===== config.mk =====
export PLATFORM = sky130hd
export DESIGN_NAME = avr_timer_flat
export DESIGN_NICKNAME = d
export VERILOG_FILES = /design/src/rtl/avr_timer_if.sv /design/src/rtl/avr_timer.sv /design/src/flat_wrapper.sv
export SDC_FILE = /design/constraint.sdc
export NUM_CORES = 1
export LEC_CHECK = 0
export CORE_ASPECT_RATIO = 1.4
export CORE_MARGIN = 1
export CORE_UTILIZATION = 56
export CTS_CLUSTER_DIAMETER = 60
export DETAILED_ROUTE_END_ITERATION = 8
export GPL_TIMING_DRIVEN = 0
export PLACE_DENSITY_LB_ADDON = 0.3
export SLEW_MARGIN = 20
export SYNTH_ARGS = -nofsm -noshare
export SYNTH_HDL_FRONTEND = slang
export SYNTH_SLANG_ARGS = --single-unit

===== constraint.sdc =====
create_clock -name clk -period 5.8 [get_ports clk]
set_input_delay 0.87 -clock clk [delete_from_list [all_inputs] [get_ports clk]]
set_output_delay 0.87 -clock clk [all_outputs]
set_load 0.02 [all_outputs]

===== src/rtl/avr_timer_if.sv =====
// CPU data-bus view of the AVR timer: address, strobes, write data in;
// combinational read data, select and the registered interrupt request out.
interface avr_timer_if;
    logic [15:0] addr;
    logic        wen;
    logic        ren;
    logic [7:0]  wdata;
    logic [7:0]  rdata;
    logic        sel;
    logic        irq;

    modport master (
        output addr, wen, ren, wdata,
        input  rdata, sel, irq
    );

    modport slave (
        input  addr, wen, ren, wdata,
        output rdata, sel, irq
    );
endinterface


===== src/rtl/avr_timer.sv =====
// Memory-mapped AVR timer/counter: prescaled counter, compare match with optional
// clear-on-compare, sticky overflow/compare flags and a registered interrupt request.
module avr_timer #(
    parameter int          WIDTH = 16,
    parameter logic [15:0] BASE  = 16'h004A
) (
    input  logic        clk,
    input  logic        reset,
    avr_timer_if.slave  bus
);

    localparam bit WIDE = (WIDTH == 16);

    typedef enum logic [2:0] {
        REG_CTRL   = 3'd0,
        REG_TCNT_L = 3'd1,
        REG_TCNT_H = 3'd2,
        REG_OCR_L  = 3'd3,
        REG_OCR_H  = 3'd4,
        REG_FLAGS  = 3'd5
    } reg_e;

    typedef struct packed {
        logic       ocie;
        logic       toie;
        logic       ctc;
        logic [2:0] cs;
    } ctrl_t;

    // ---------------------------------------------------------------- decode
    logic [15:0] offset;
    reg_e        reg_sel;
    logic        wr;
    logic        rd;

    // Unsigned wrap makes addresses below BASE land far above 5.
    assign offset  = bus.addr - BASE;
    assign bus.sel = (offset < 16'd6);
    assign reg_sel = reg_e'(offset[2:0]);
    assign wr      = bus.sel & bus.wen;
    assign rd      = bus.sel & bus.ren & ~bus.wen;

    logic wr_ctrl, wr_tcnt_l, wr_tcnt_h, wr_ocr_l, wr_ocr_h, wr_flags;
    logic rd_tcnt_l;

    assign wr_ctrl   = wr && (reg_sel == REG_CTRL);
    assign wr_tcnt_l = wr && (reg_sel == REG_TCNT_L);
    assign wr_tcnt_h = wr && (reg_sel == REG_TCNT_H);
    assign wr_ocr_l  = wr && (reg_sel == REG_OCR_L);
    assign wr_ocr_h  = wr && (reg_sel == REG_OCR_H);
    assign wr_flags  = wr && (reg_sel == REG_FLAGS);
    assign rd_tcnt_l = rd && (reg_sel == REG_TCNT_L);

    // ---------------------------------------------------------------- state
    ctrl_t            ctrl;
    logic [WIDTH-1:0] count;
    logic [WIDTH-1:0] ocr;
    logic [7:0]       temp;
    logic [9:0]       presc;
    logic             tov;
    logic             ocf;
    logic             irq_q;

    // ---------------------------------------------------------------- prescaler
    logic [9:0] div_m1;
    logic       running;
    logic       tick;

    // NOTE: every always_comb output gets a default first so no path can infer a latch.
    always_comb begin
        div_m1  = 10'd0;
        running = 1'b1;
        case (ctrl.cs)
            3'd1:    div_m1 = 10'd0;
            3'd2:    div_m1 = 10'd7;
            3'd3:    div_m1 = 10'd63;
            3'd4:    div_m1 = 10'd255;
            3'd5:    div_m1 = 10'd1023;
            default: running = 1'b0;
        endcase
    end

    assign tick = running && (presc == div_m1);

    // NOTE: sequential state uses non-blocking assignments so every register samples
    // the pre-edge values of the others, independent of statement order.
    always_ff @(posedge clk) begin
        if (reset) begin
            presc <= 10'd0;
        end else if (wr_ctrl || tick) begin
            presc <= 10'd0;
        end else if (running) begin
            presc <= presc + 10'd1;
        end
    end

    // ---------------------------------------------------------------- counter
    logic             count_max;
    logic             match;
    logic             tov_set;
    logic             ocf_set;
    logic [WIDTH-1:0] count_next;

    assign count_max = (count == {WIDTH{1'b1}});
    assign match     = (count == ocr);

    // A CPU write to TCNT_L overrides the tick completely, flags included.
    assign tov_set = tick & count_max & ~wr_tcnt_l;
    assign ocf_set = tick & match & ~wr_tcnt_l;

    always_comb begin
        count_next = count;
        if (wr_tcnt_l) begin
            count_next = WIDTH'({temp, bus.wdata});
        end else if (tick) begin
            if (count_max || (match && ctrl.ctc)) begin
                count_next = '0;
            end else begin
                count_next = count + WIDTH'(1);
            end
        end
    end

    always_ff @(posedge clk) begin
        if (reset) begin
            count <= '0;
        end else begin
            count <= count_next;
        end
    end

    // ---------------------------------------------------------------- registers
    logic [15:0] count_ext;
    logic [15:0] ocr_ext;

    assign count_ext = 16'(count);
    assign ocr_ext   = 16'(ocr);

    always_ff @(posedge clk) begin
        if (reset) begin
            ctrl <= '0;
            ocr  <= {WIDTH{1'b1}};
            temp <= 8'h00;
        end else begin
            if (wr_ctrl) begin
                ctrl <= bus.wdata[5:0];
            end
            if (wr_ocr_l) begin
                ocr <= WIDTH'({temp, bus.wdata});
            end
            // TEMP is shared by both 16-bit pairs; the narrow build never touches it.
            if (WIDE) begin
                if (wr_tcnt_h || wr_ocr_h) begin
                    temp <= bus.wdata;
                end else if (rd_tcnt_l) begin
                    temp <= count_ext[15:8];
                end
            end
        end
    end

    // Flags are write-1-to-clear; a hardware set in the same cycle wins.
    always_ff @(posedge clk) begin
        if (reset) begin
            tov   <= 1'b0;
            ocf   <= 1'b0;
            irq_q <= 1'b0;
        end else begin
            tov   <= (tov & ~(wr_flags & bus.wdata[0])) | tov_set;
            ocf   <= (ocf & ~(wr_flags & bus.wdata[1])) | ocf_set;
            irq_q <= (tov & ctrl.toie) | (ocf & ctrl.ocie);
        end
    end

    assign bus.irq = irq_q;

    // ---------------------------------------------------------------- read mux
    always_comb begin
        bus.rdata = 8'h00;
        if (bus.sel) begin
            case (reg_sel)
                REG_CTRL:   bus.rdata = {2'b00, ctrl};
                REG_TCNT_L: bus.rdata = count_ext[7:0];
                REG_TCNT_H: bus.rdata = WIDE ? temp : 8'h00;
                REG_OCR_L:  bus.rdata = ocr_ext[7:0];
                REG_OCR_H:  bus.rdata = WIDE ? ocr_ext[15:8] : 8'h00;
                REG_FLAGS:  bus.rdata = {6'b000000, ocf, tov};
                default:    bus.rdata = 8'h00;
            endcase
        end
    end

endmodule


===== src/flat_wrapper.sv =====
// flat-port wrapper written by rule: the top's interface ports become plain ports
module avr_timer_flat 
#(
    parameter int          WIDTH = 16,
    parameter logic [15:0] BASE  = 16'h004A
)
  (clk, reset, bus_addr, bus_wen, bus_ren, bus_wdata, bus_rdata, bus_sel, bus_irq);
  avr_timer_if bus_i ();
  input  logic clk;
  input  logic reset;
  input wire logic [$bits(bus_i.addr)-1:0] bus_addr;
  input wire logic [$bits(bus_i.wen)-1:0] bus_wen;
  input wire logic [$bits(bus_i.ren)-1:0] bus_ren;
  input wire logic [$bits(bus_i.wdata)-1:0] bus_wdata;
  output wire logic [$bits(bus_i.rdata)-1:0] bus_rdata;
  output wire logic [$bits(bus_i.sel)-1:0] bus_sel;
  output wire logic [$bits(bus_i.irq)-1:0] bus_irq;
  assign bus_i.addr = bus_addr;
  assign bus_i.wen = bus_wen;
  assign bus_i.ren = bus_ren;
  assign bus_i.wdata = bus_wdata;
  assign bus_rdata = bus_i.rdata;
  assign bus_sel = bus_i.sel;
  assign bus_irq = bus_i.irq;
  avr_timer #(.WIDTH(WIDTH), .BASE(BASE)) u_core (.clk(clk), .reset(reset), .bus(bus_i));
endmodule

==> metrics.md <==
| Metric | Value |
|---|---|
| Status | `finished clean` |
| Crit Path Category | `in2out` |
| Initial Util | `0.5778` |
| Worst-margin pin slew | `1.177 ns` |
| CP Max Fanout | `10` |
| Crit path from | `bus_addr[2]` |
| Core Box Area | `0.006525 sq mm` |
| VDD IR max | `0.1474 mV` |
| Nature of the critical path endpoint | `output pin` |
| Hold buffers post-CTS | `0` |
| Data required, critical path | `4.93 ns` |
| Synth Warn # | `0` |
| GRT overflow | `0` |
| PD cells | `211.0 mW/mm^2` |
| Largest net degree at the start of global routing | `11` |
| Leakage power figure | `1.619 nW` |
| Fin util | `0.6777` |
| Number of synthesized flops with an enable pin | `0` |
| Period minus WS final | `5.059 ns` |
| CTS Buf Count | `9` |
| Pre-CTS WS | `0.7569 ns` |
| DP Area | `0.004213 sq mm` |
| Min setup slack post-route | `0.7411 ns` |
| Htree depth | `3` |
| DIE WIDTH | `71.35 um` |
| Layout cell share with drive strength beyond 1 | `0.06285` |
| Register-to-Register Path Depth | `9` |
| Total number of vias | `3973` |
| Worst-path clk slew | `0.07 ns` |
| Die ar. | `0.007069 sq mm` |
| Setup bufs post-CTS | `0` |
| Worst EP arrival | `4.19 ns` |
| Detailed-route DRC error count | `0` |
| Slew Limit Fails | `0` |
| Most used cell, CP | `clkdlybuf4s50_1` |
| Final wirelength | `11490 um` |
| First-pass GRT wire length | `18860 um` |
| Clock latency on the worst-skew pair | `0.34 ns` |
| Count of buffer and inverter cells on the critical path | `5` |
| Async set-reset flop share out of synthesis | `0` |
| Reg2reg start | `u_core.count[1]` |
| Final hold viol count | `0` |
| Clk buf depth | `2` |
| Final period util | `0.8722` |
| Worst reg2reg setup slack | `2.66 ns` |
| Clk sinks | `59` |
| Cell Chain, Critical Path | `clkdlybuf4s50_1 > inv_1 > ha_1 > nor2b_1 > o21ai_2 > a2111o_1 > o211ai_1 > and3_1 > buf_2 > nand2b_1 > clkbuf_1 > nor2_1 > clkdlybuf4s50_1` |
| Gp weighted congestion | `0.9762` |
| Setup Skew | `0.005236 ns` |
| # diodes | `0` |
| Max stage delay on crit path | `0.63 ns` |
| Pre-antenna DRT Iters | `8` |
| Achievable Freq | `0.1977 GHz` |
| DPL Wire Length | `8817 um` |
| Distinct cell type count after synthesis | `57` |
| Post-Synthesis Cells | `490` |
| Slew headroom | `0.2138` |
| CTS root buf | `clkbuf_8` |
| Wire length per cell | `18.68 um` |
| Hold EP | `u_core.presc[1]` |
| RSZ-0062 raised after global routing | `false` |
| CP max stage cell | `clkdlybuf4s50_1` |
| Area Overhead vs Synth | `17.29%` |
| Yosys reg bits | `59` |
| # resized after CTS | `0` |
| IO Port Bufs | `35` |
| Initial antenna violation count | `0` |
| Die Y | `99.08 um` |
| Worst Setup Start Kind | `input pin` |
| Global-route usage over all layers | `0.3460` |
| Max-cap violations | `0` |
| CTS tree | `yes` |
| DRT antenna net count | `0` |
| Synth Area per Inst | `7.694 sq um` |
| Nets | `569` |
| Hold_sp | `u_core.presc[1]` |
| Syn_nets | `523` |
| Sequential area share after synthesis | `0.3133` |
| IO Count | `38` |
| Vias per cell | `6.460` |
| Worst hold path depth | `2` |
| Hold crit path type | `reg2reg` |
| Post-route cell area | `0.004422 sq mm` |
| Top cell family by delay on the critical path | `buffers and inverters` |
| Setup TNS | `0 ns` |
| Main flop type after synthesis | `dfxtp_1` |
| Number of global-route vias before repair | `3864` |
| DRT iter0 DRCs | `371` |
| Synthesized cell area | `0.003770 sq mm` |
| Worst R2R End | `u_core.count[7]` |
| Row count | `35` |
| Final setup violation count | `0` |
## layout make-up
type	count	area, sq um
Buffer	30	120.1
Clock buffer	11	131.4
Clock inverter	5	77.57
Fill cell	539	2103
Inverter	10	37.54
Multi-Input combinational cell	391	2431
Sequential cell	59	1181
Tap cell	74	92.59
Timing Repair Buffer	35	350.3
## per-layer routing
layer,global-route usage,up-vias,part of all wire
met5,0,-,0
met3,0.07055,60,0.075
met1,0.3716,1806,0.36
met2,0.6066,222,0.50
met4,0.2231,0,0.059
li1,-,1885,-
## power by group
group / internal, mW / leakage, nW / total, mW / switching [mW]
sequential: 0.409 / 0.477 / 0.414 / 0.00488
clock: 0.241 / 0.103 / 0.407 / 0.167
combinational: 0.0484 / 1.04 / 0.112 / 0.0634
## cells by family after synthesis
kind of cell	synth area share
and+or+nand+nor	0.2844
AOI/OAI and AO/OA	0.2320
DFF	0.3133
buffers and inverters	0.04182
xor gates and xnor gates	0.06040
muxes	0.05144
adders and majority gates	0.01659
## worst reg2reg max path: cells and delay by family, from the launching register on
| family | cells | cell delay [ns] |
|---|---|---|
| DFF | 1 | 0.48 |
| AOI/OAI and AO/OA | 4 | 0.64 |
| and+or+nand+nor | 3 | 1.21 |
| buffers and inverters | 1 | 0.42 |
| adders and majority gates | 1 | 0.26 |
## cell usage after synthesis (all sizes together) (2+ instances only)
| master | n | share of area |
|---|---|---|
| a211oi | 13 | 0.027 |
| a21oi | 32 | 0.042 |
| a22o | 13 | 0.030 |
| a22oi | 19 | 0.038 |
| a2bb2oi | 3 | 0.0070 |
| a311oi | 2 | 0.0046 |
| a31oi | 2 | 0.0033 |
| and2 | 2 | 0.0033 |
| and3 | 4 | 0.0066 |
| and3b | 2 | 0.0046 |
| buf | 7 | 0.0090 |
| clkbuf | 23 | 0.023 |
| dfxtp | 59 | 0.31 |
| ha | 5 | 0.017 |
| inv | 10 | 0.010 |
| mux2 | 7 | 0.021 |
| mux2i | 7 | 0.019 |
| mux4 | 2 | 0.012 |
| nand2 | 34 | 0.034 |
| nand2b | 2 | 0.0033 |
| nand3 | 10 | 0.013 |
| nand3b | 4 | 0.0080 |
| nand4 | 10 | 0.020 |
| nand4b | 2 | 0.0046 |
| nor2 | 93 | 0.093 |
| nor2b | 5 | 0.0083 |
| nor3 | 31 | 0.041 |
| nor3b | 2 | 0.0040 |
| nor4 | 10 | 0.017 |
| nor4b | 2 | 0.0046 |
| o2111ai | 2 | 0.0046 |
| o21a | 3 | 0.0060 |
| o21ai | 9 | 0.013 |
| o21bai | 10 | 0.020 |
| o2bb2ai | 5 | 0.012 |
| or3 | 3 | 0.0050 |
| xnor2 | 4 | 0.0093 |
| xor2 | 22 | 0.051 |
## cells in the final DEF (no fill, tap or decap), types with 3 or more instances in the layout
cell type and n:
nor2_1 93, dfxtp_1 59, clkdlybuf4s50_1 35, nand2_1 34, a21oi_1 32, nor3_1 31, clkbuf_1 25, xor2_1 22
a22oi_1 19, a22o_1 13, a211oi_1 12, inv_1 10, nor4_1 10, nand3_1 10, o21bai_1 10, clkbuf_8 9
o21ai_0 8, nand4_1 8, mux2_2 7, mux2i_1 7, buf_2 6, nor2b_1 5, o2bb2ai_1 5, ha_1 5
nand3b_1 4, xnor2_1 4, and3_1 4, o21a_1 3, a2bb2oi_1 3, or3_1 3
## registers in the layout, summed over array words and instances (netlist names)
signal,count
u_core.ocr,16
u_core.count,16
u_core.tov,1
u_core.presc,10
u_core.bus.irq,1
u_core.ctrl,6
u_core.ocf,1
u_core.temp,8
## worst max path at each step
| stage | endpoint | slack, ns | cells past startpoint |
|---|---|---|---|
| 3_3_place_gp | bus_rdata[6] | 0.77 | 13 |
| 6_report | bus_rdata[6] | 0.74 | 13 |
| 4_1_cts | bus_rdata[6] | 0.74 | 13 |
| 3_5_place_dp | bus_rdata[6] | 0.76 | 13 |
| 2_1_floorplan | bus_rdata[0] | 1.74 | 12 |
| 5_1_grt | bus_rdata[6] | 0.52 | 13 |
## per-stage QoR
stage	power [mW]	cells	hold WS [ns]
final	0.9329	615	0.5417
after global placement	0.5294	599	0.5091
after detailed placement	0.5312	599	0.5291
after CTS	0.9319	615	0.5373
after global routing	0.9677	615	0.5585
after floorplan	0.4878	490	0.4748
Note: power is estimated with default switching activity, not from simulation.
==> RTL edit 1 (same flow settings) <==
`WIDTH` is set to 16 in 2 places; all go to 18.
--- a/src/rtl/avr_timer.sv
+++ b/src/rtl/avr_timer.sv
@@ -1,7 +1,7 @@
 // Memory-mapped AVR timer/counter: prescaled counter, compare match with optional
 // clear-on-compare, sticky overflow/compare flags and a registered interrupt request.
 module avr_timer #(
-    parameter int          WIDTH = 16,
+    parameter int          WIDTH = 18,
     parameter logic [15:0] BASE  = 16'h004A
 ) (
     input  logic        clk,
--- a/src/flat_wrapper.sv
+++ b/src/flat_wrapper.sv
@@ -1,7 +1,7 @@
 // flat-port wrapper written by rule: the top's interface ports become plain ports
 module avr_timer_flat 
 #(
-    parameter int          WIDTH = 16,
+    parameter int          WIDTH = 18,
     parameter logic [15:0] BASE  = 16'h004A
 )
   (clk, reset, bus_addr, bus_wen, bus_ren, bus_wdata, bus_rdata, bus_sel, bus_irq);
Behaviour: not the same (Yosys sat finds a counterexample within 4 cycles, from zero or initial values and one cycle with reset high).
==> RTL edit 1 against the original RTL <==
- total power fell by 33%
- sequential cell count fell by 13
- final cell count fell by 19%
- design area fell by 18%
- global-route usage fell by 5.0 points
- maximum frequency fell by 3.7%
- area after synthesis fell by 18%
- wire length fell by 29%
- die area fell by 18%
- worst setup slack got worse by 0.19 ns
==> RTL edit 1: results (changes against the original RTL) <==
RUN STATUS
---------------------------------------------------------------------------
Outcome                                                           completed

DETAILED ROUTING
---------------------------------------------------------------------------
Met2 wire length                                                    4.27 mm   -26%
First-pass iteration count of the detailed router                         5   -3
Via-per-instance ratio                                                 6.24   -3.4%
Met3 WL                                                              385 um   -55%
DRT iter0 DRCs                                                          233   -37%

CLOCK TREE
---------------------------------------------------------------------------
Clock Pin Slew Worst Setup and Hold Paths                           0.09 ns   +0.02 ns
TritonCTS buffer count                                                    5   -4
Clock latency at the later pin of the worst-skew pair               0.31 ns   -0.03 ns

GRT
---------------------------------------------------------------------------
Pin count of the biggest net entering global routing                     17   +6
Vias in the first global route                                        2,990   -23%
GRT Resource Usage Total                                              0.296   -0.0502
Global routing met2 resource utilization                              0.531   -0.0753
Met1 demand-to-capacity share in global routing                       0.332   -0.0393

POWER AND IR DROP
---------------------------------------------------------------------------
Static Leakage                                                   0.00119 uW   -27%
Worst-case vdd ir drop                                             0.115 mV   -22%
Share of total power in the clock network                             0.330   -0.107
Design internal power                                                451 uW   -35%

FINISH
---------------------------------------------------------------------------
Fraction of final layout cells sized beyond drive strength 1         0.0953   +0.0325
Largest registers in the final layout                          u_core.count x18, u_core.presc x10, u_core.ocr x9
Area taken by multi-input logic gates                             1990 um^2   -18%

PLACEMENT
---------------------------------------------------------------------------
Sum of net half-perimeters after detailed placement                 6.22 mm   -30%
GPL Wtd Cong                                                          0.937   -4.0%
Placed instance count                                                   488   -19%
Cell area reported after detailed placement                       3520 um^2   -16%

SYNTH
---------------------------------------------------------------------------
Largest cells by area after synthesis                          dfxtp_1, nor2_1, a21oi_1

WORST SETUP PATH
---------------------------------------------------------------------------
Worst reg2reg path startpoint                                  u_core.count[11]
Worst r2r path cells                                                      8   -1
Crit path largest cell delay                                        0.61 ns   -0.02 ns

TIMING
---------------------------------------------------------------------------
Slew HR                                                               0.193   -0.0211

WORST HOLD PATH
---------------------------------------------------------------------------
Launch point of the worst hold path                              u_core.tov

-- RTL edit 1: final timing paths --
| path | to | slack (ns) |
|---|---|---|
| hold / removal | u_core.tov | 0.51 |
| hold reg to reg | u_core.tov | 0.51 |
| setup / recovery | bus_rdata[6] | 0.55 |
| setup reg to reg | u_core.count[5] | 3.16 |
-- RTL edit 1: logic make-up after synthesis --
kind of cell | synth area share
multiplexers | 0.0636
buffers and inverters | 0.0587
adder cells (fa/ha/maj) | 0.0122
XOR/XNOR | 0.0539
AND/OR/NAND/NOR | 0.332
flip-flops | 0.298
AO/OA/AOI/OAI | 0.181
-- RTL edit 1: layout make-up --
| type | count | share of cell area |
|---|---|---|
| Tap cell | 66 | 0.0228 |
| Clock inverter | 3 | 0.00691 |
| Timing Repair Buffer | 35 | 0.0968 |
| Sequential cell | 46 | 0.254 |
| Multi-Input combinational cell | 309 | 0.550 |
| Buffer | 21 | 0.0387 |
| Clock buffer | 5 | 0.0190 |
| Inverter | 11 | 0.0114 |
==> RTL edit 2 (same settings) <==
Made on the original files. Make the reset (`reset`) asynchronous in 4 clocked blocks.
--- a/src/rtl/avr_timer.sv
+++ b/src/rtl/avr_timer.sv
@@ -84,7 +84,7 @@
 
     // NOTE: sequential state uses non-blocking assignments so every register samples
     // the pre-edge values of the others, independent of statement order.
-    always_ff @(posedge clk) begin
+    always_ff @(posedge clk or posedge reset) begin
         if (reset) begin
             presc <= 10'd0;
         end else if (wr_ctrl || tick) begin
@@ -121,7 +121,7 @@
         end
     end
 
-    always_ff @(posedge clk) begin
+    always_ff @(posedge clk or posedge reset) begin
         if (reset) begin
             count <= '0;
         end else begin
@@ -136,7 +136,7 @@
     assign count_ext = 16'(count);
     assign ocr_ext   = 16'(ocr);
 
-    always_ff @(posedge clk) begin
+    always_ff @(posedge clk or posedge reset) begin
         if (reset) begin
             ctrl <= '0;
             ocr  <= {WIDTH{1'b1}};
@@ -160,7 +160,7 @@
     end
 
     // Flags are write-1-to-clear; a hardware set in the same cycle wins.
-    always_ff @(posedge clk) begin
+    always_ff @(posedge clk or posedge reset) begin
         if (reset) begin
             tov   <= 1'b0;
             ocf   <= 1'b0;
Behaviour: differs if reset is asserted again (counterexample within 4 cycles, from zero or initial values and one cycle with reset high); with reset held inactive, the same outputs for 4 cycles.
==> RTL edit 2 against the original RTL <==
- total power increased by 2.2%
- largest power group is now clock
- area after synthesis increased by 2.3%
- wire length decreased by 4.8%
- sequential cell count unchanged
- clock power increased by 14%
- worst setup slack improved by 0.16 ns
- design area increased by 3.3%
==> RTL edit 2: results (changes against the original RTL) <==
RUN STATUS
------------------------------------------------------------------------------------------
Outcome                                                                          completed

SYNTH
------------------------------------------------------------------------------------------
Part of the Yosys area used for sequential elements                                  0.388   +0.0749
Share of synthesized cell area in full adder, half adder and majority cells        0.00974   -0.00686
Largest cells by area after synthesis                                         dfrtp_1, dfstp_2, mux2_2
XOR/XNOR share of the synthesized area                                              0.0682   +0.00775
Top cells by instance count after synthesis                                   nand2_1, dfrtp_1, nor2_1

FINISH
------------------------------------------------------------------------------------------
Layout Nets                                                                            487   -14%
Count of fill cells added during filler insertion                                      510   -5.4%

DETAILED ROUTING
------------------------------------------------------------------------------------------
First-pass iteration count of the detailed router                                        6   -2
Met3 WL                                                                             688 um   -20%
Met2 wire length                                                                   5.53 mm   -4.7%
DRT iter0 DRCs                                                                         310   -16%

WORST SETUP PATH
------------------------------------------------------------------------------------------
Worst-path fanout max                                                                    8   -2
Worst r2r path cells                                                                     7   -2

GRT
------------------------------------------------------------------------------------------
Vias in the first global route                                                       3,527   -8.7%
Grt met3 use                                                                        0.0572   -0.0133
Met1 demand-to-capacity share in global routing                                      0.373   +0.00150

TIMING
------------------------------------------------------------------------------------------
Clk_skew                                                                        0.00654 ns   +0.00131 ns

PLACEMENT
------------------------------------------------------------------------------------------
Sum of net half-perimeters after detailed placement                                7.96 mm   -9.7%
Cell area reported after detailed placement                                      4310 um^2   +2.4%
Post-Place Worst Slack                                                            0.945 ns   +0.188 ns
GPL Wtd Cong                                                                         0.932   -4.5%

WORST HOLD PATH
------------------------------------------------------------------------------------------
Worst Hold Path Cells                                                                    1   -1

POWER AND IR DROP
------------------------------------------------------------------------------------------
Static Leakage                                                                  0.00180 uW   +11%
Worst-case vdd ir drop                                                            0.199 mV   +35%

[RTL edit 2: cell families (layout without fill, tap and decap cells)]
logic type / after synthesis / count (layout)
DFF: 59 / 59
adders and majority gates: 3 / 3
and+or+nand+nor: 165 / 165
xor gates and xnor gates: 30 / 30
buffers and inverters: 28 / 78
AOI/OAI and AO/OA: 86 / 86
muxes: 40 / 40
[RTL edit 2: final timing paths]
check | startpoint | endpoint | slack, ns
worst max-delay path | bus_addr[2] | bus_rdata[6] | 0.90
worst min-delay path | u_core.ctrl[5] | u_core.bus.irq | 0.52
worst max register to register | u_core.ctrl[1] | u_core.count[5] | 2.60
worst min register to register | u_core.ctrl[5] | u_core.bus.irq | 0.52
max in group asynchronous | reset | u_core.bus.irq | 4.31
min in group asynchronous | reset | u_core.count[12] | 1.01
[RTL edit 2: cell type report]
class / instances / area [um^2] / area share
clock inverters: 5 / 100 / 0.0219
well taps: 92 / 115 / 0.0252
inverters: 6 / 25.0 / 0.00548
repair buffers: 34 / 340 / 0.0745
clock buffers: 11 / 141 / 0.0310
multi-input cells: 324 / 2250 / 0.492
plain buffers: 22 / 101 / 0.0222
flip-flops and latches: 59 / 1500 / 0.328
[RTL edit 2: metrics by stage]
stage / utilization / hold WS (ns) / total power (uW)
detailed placement: 0.652 / 0.508 / 497
CTS: 0.689 / 0.525 / 954
global placement: 0.652 / 0.513 / 495
finish: 0.691 / 0.522 / 953
floorplan: - / 0.473 / 463
global route: 0.691 / 0.557 / 980
[RTL edit 2: power by group]
part | internal, uW | total [uW] | switching [uW]
Combinational | 31.6 | 76.7 | 45.1
Clock | 296 | 462 | 166
Sequential | 413 | 415 | 1.70
Total | 740 | 953 | 213
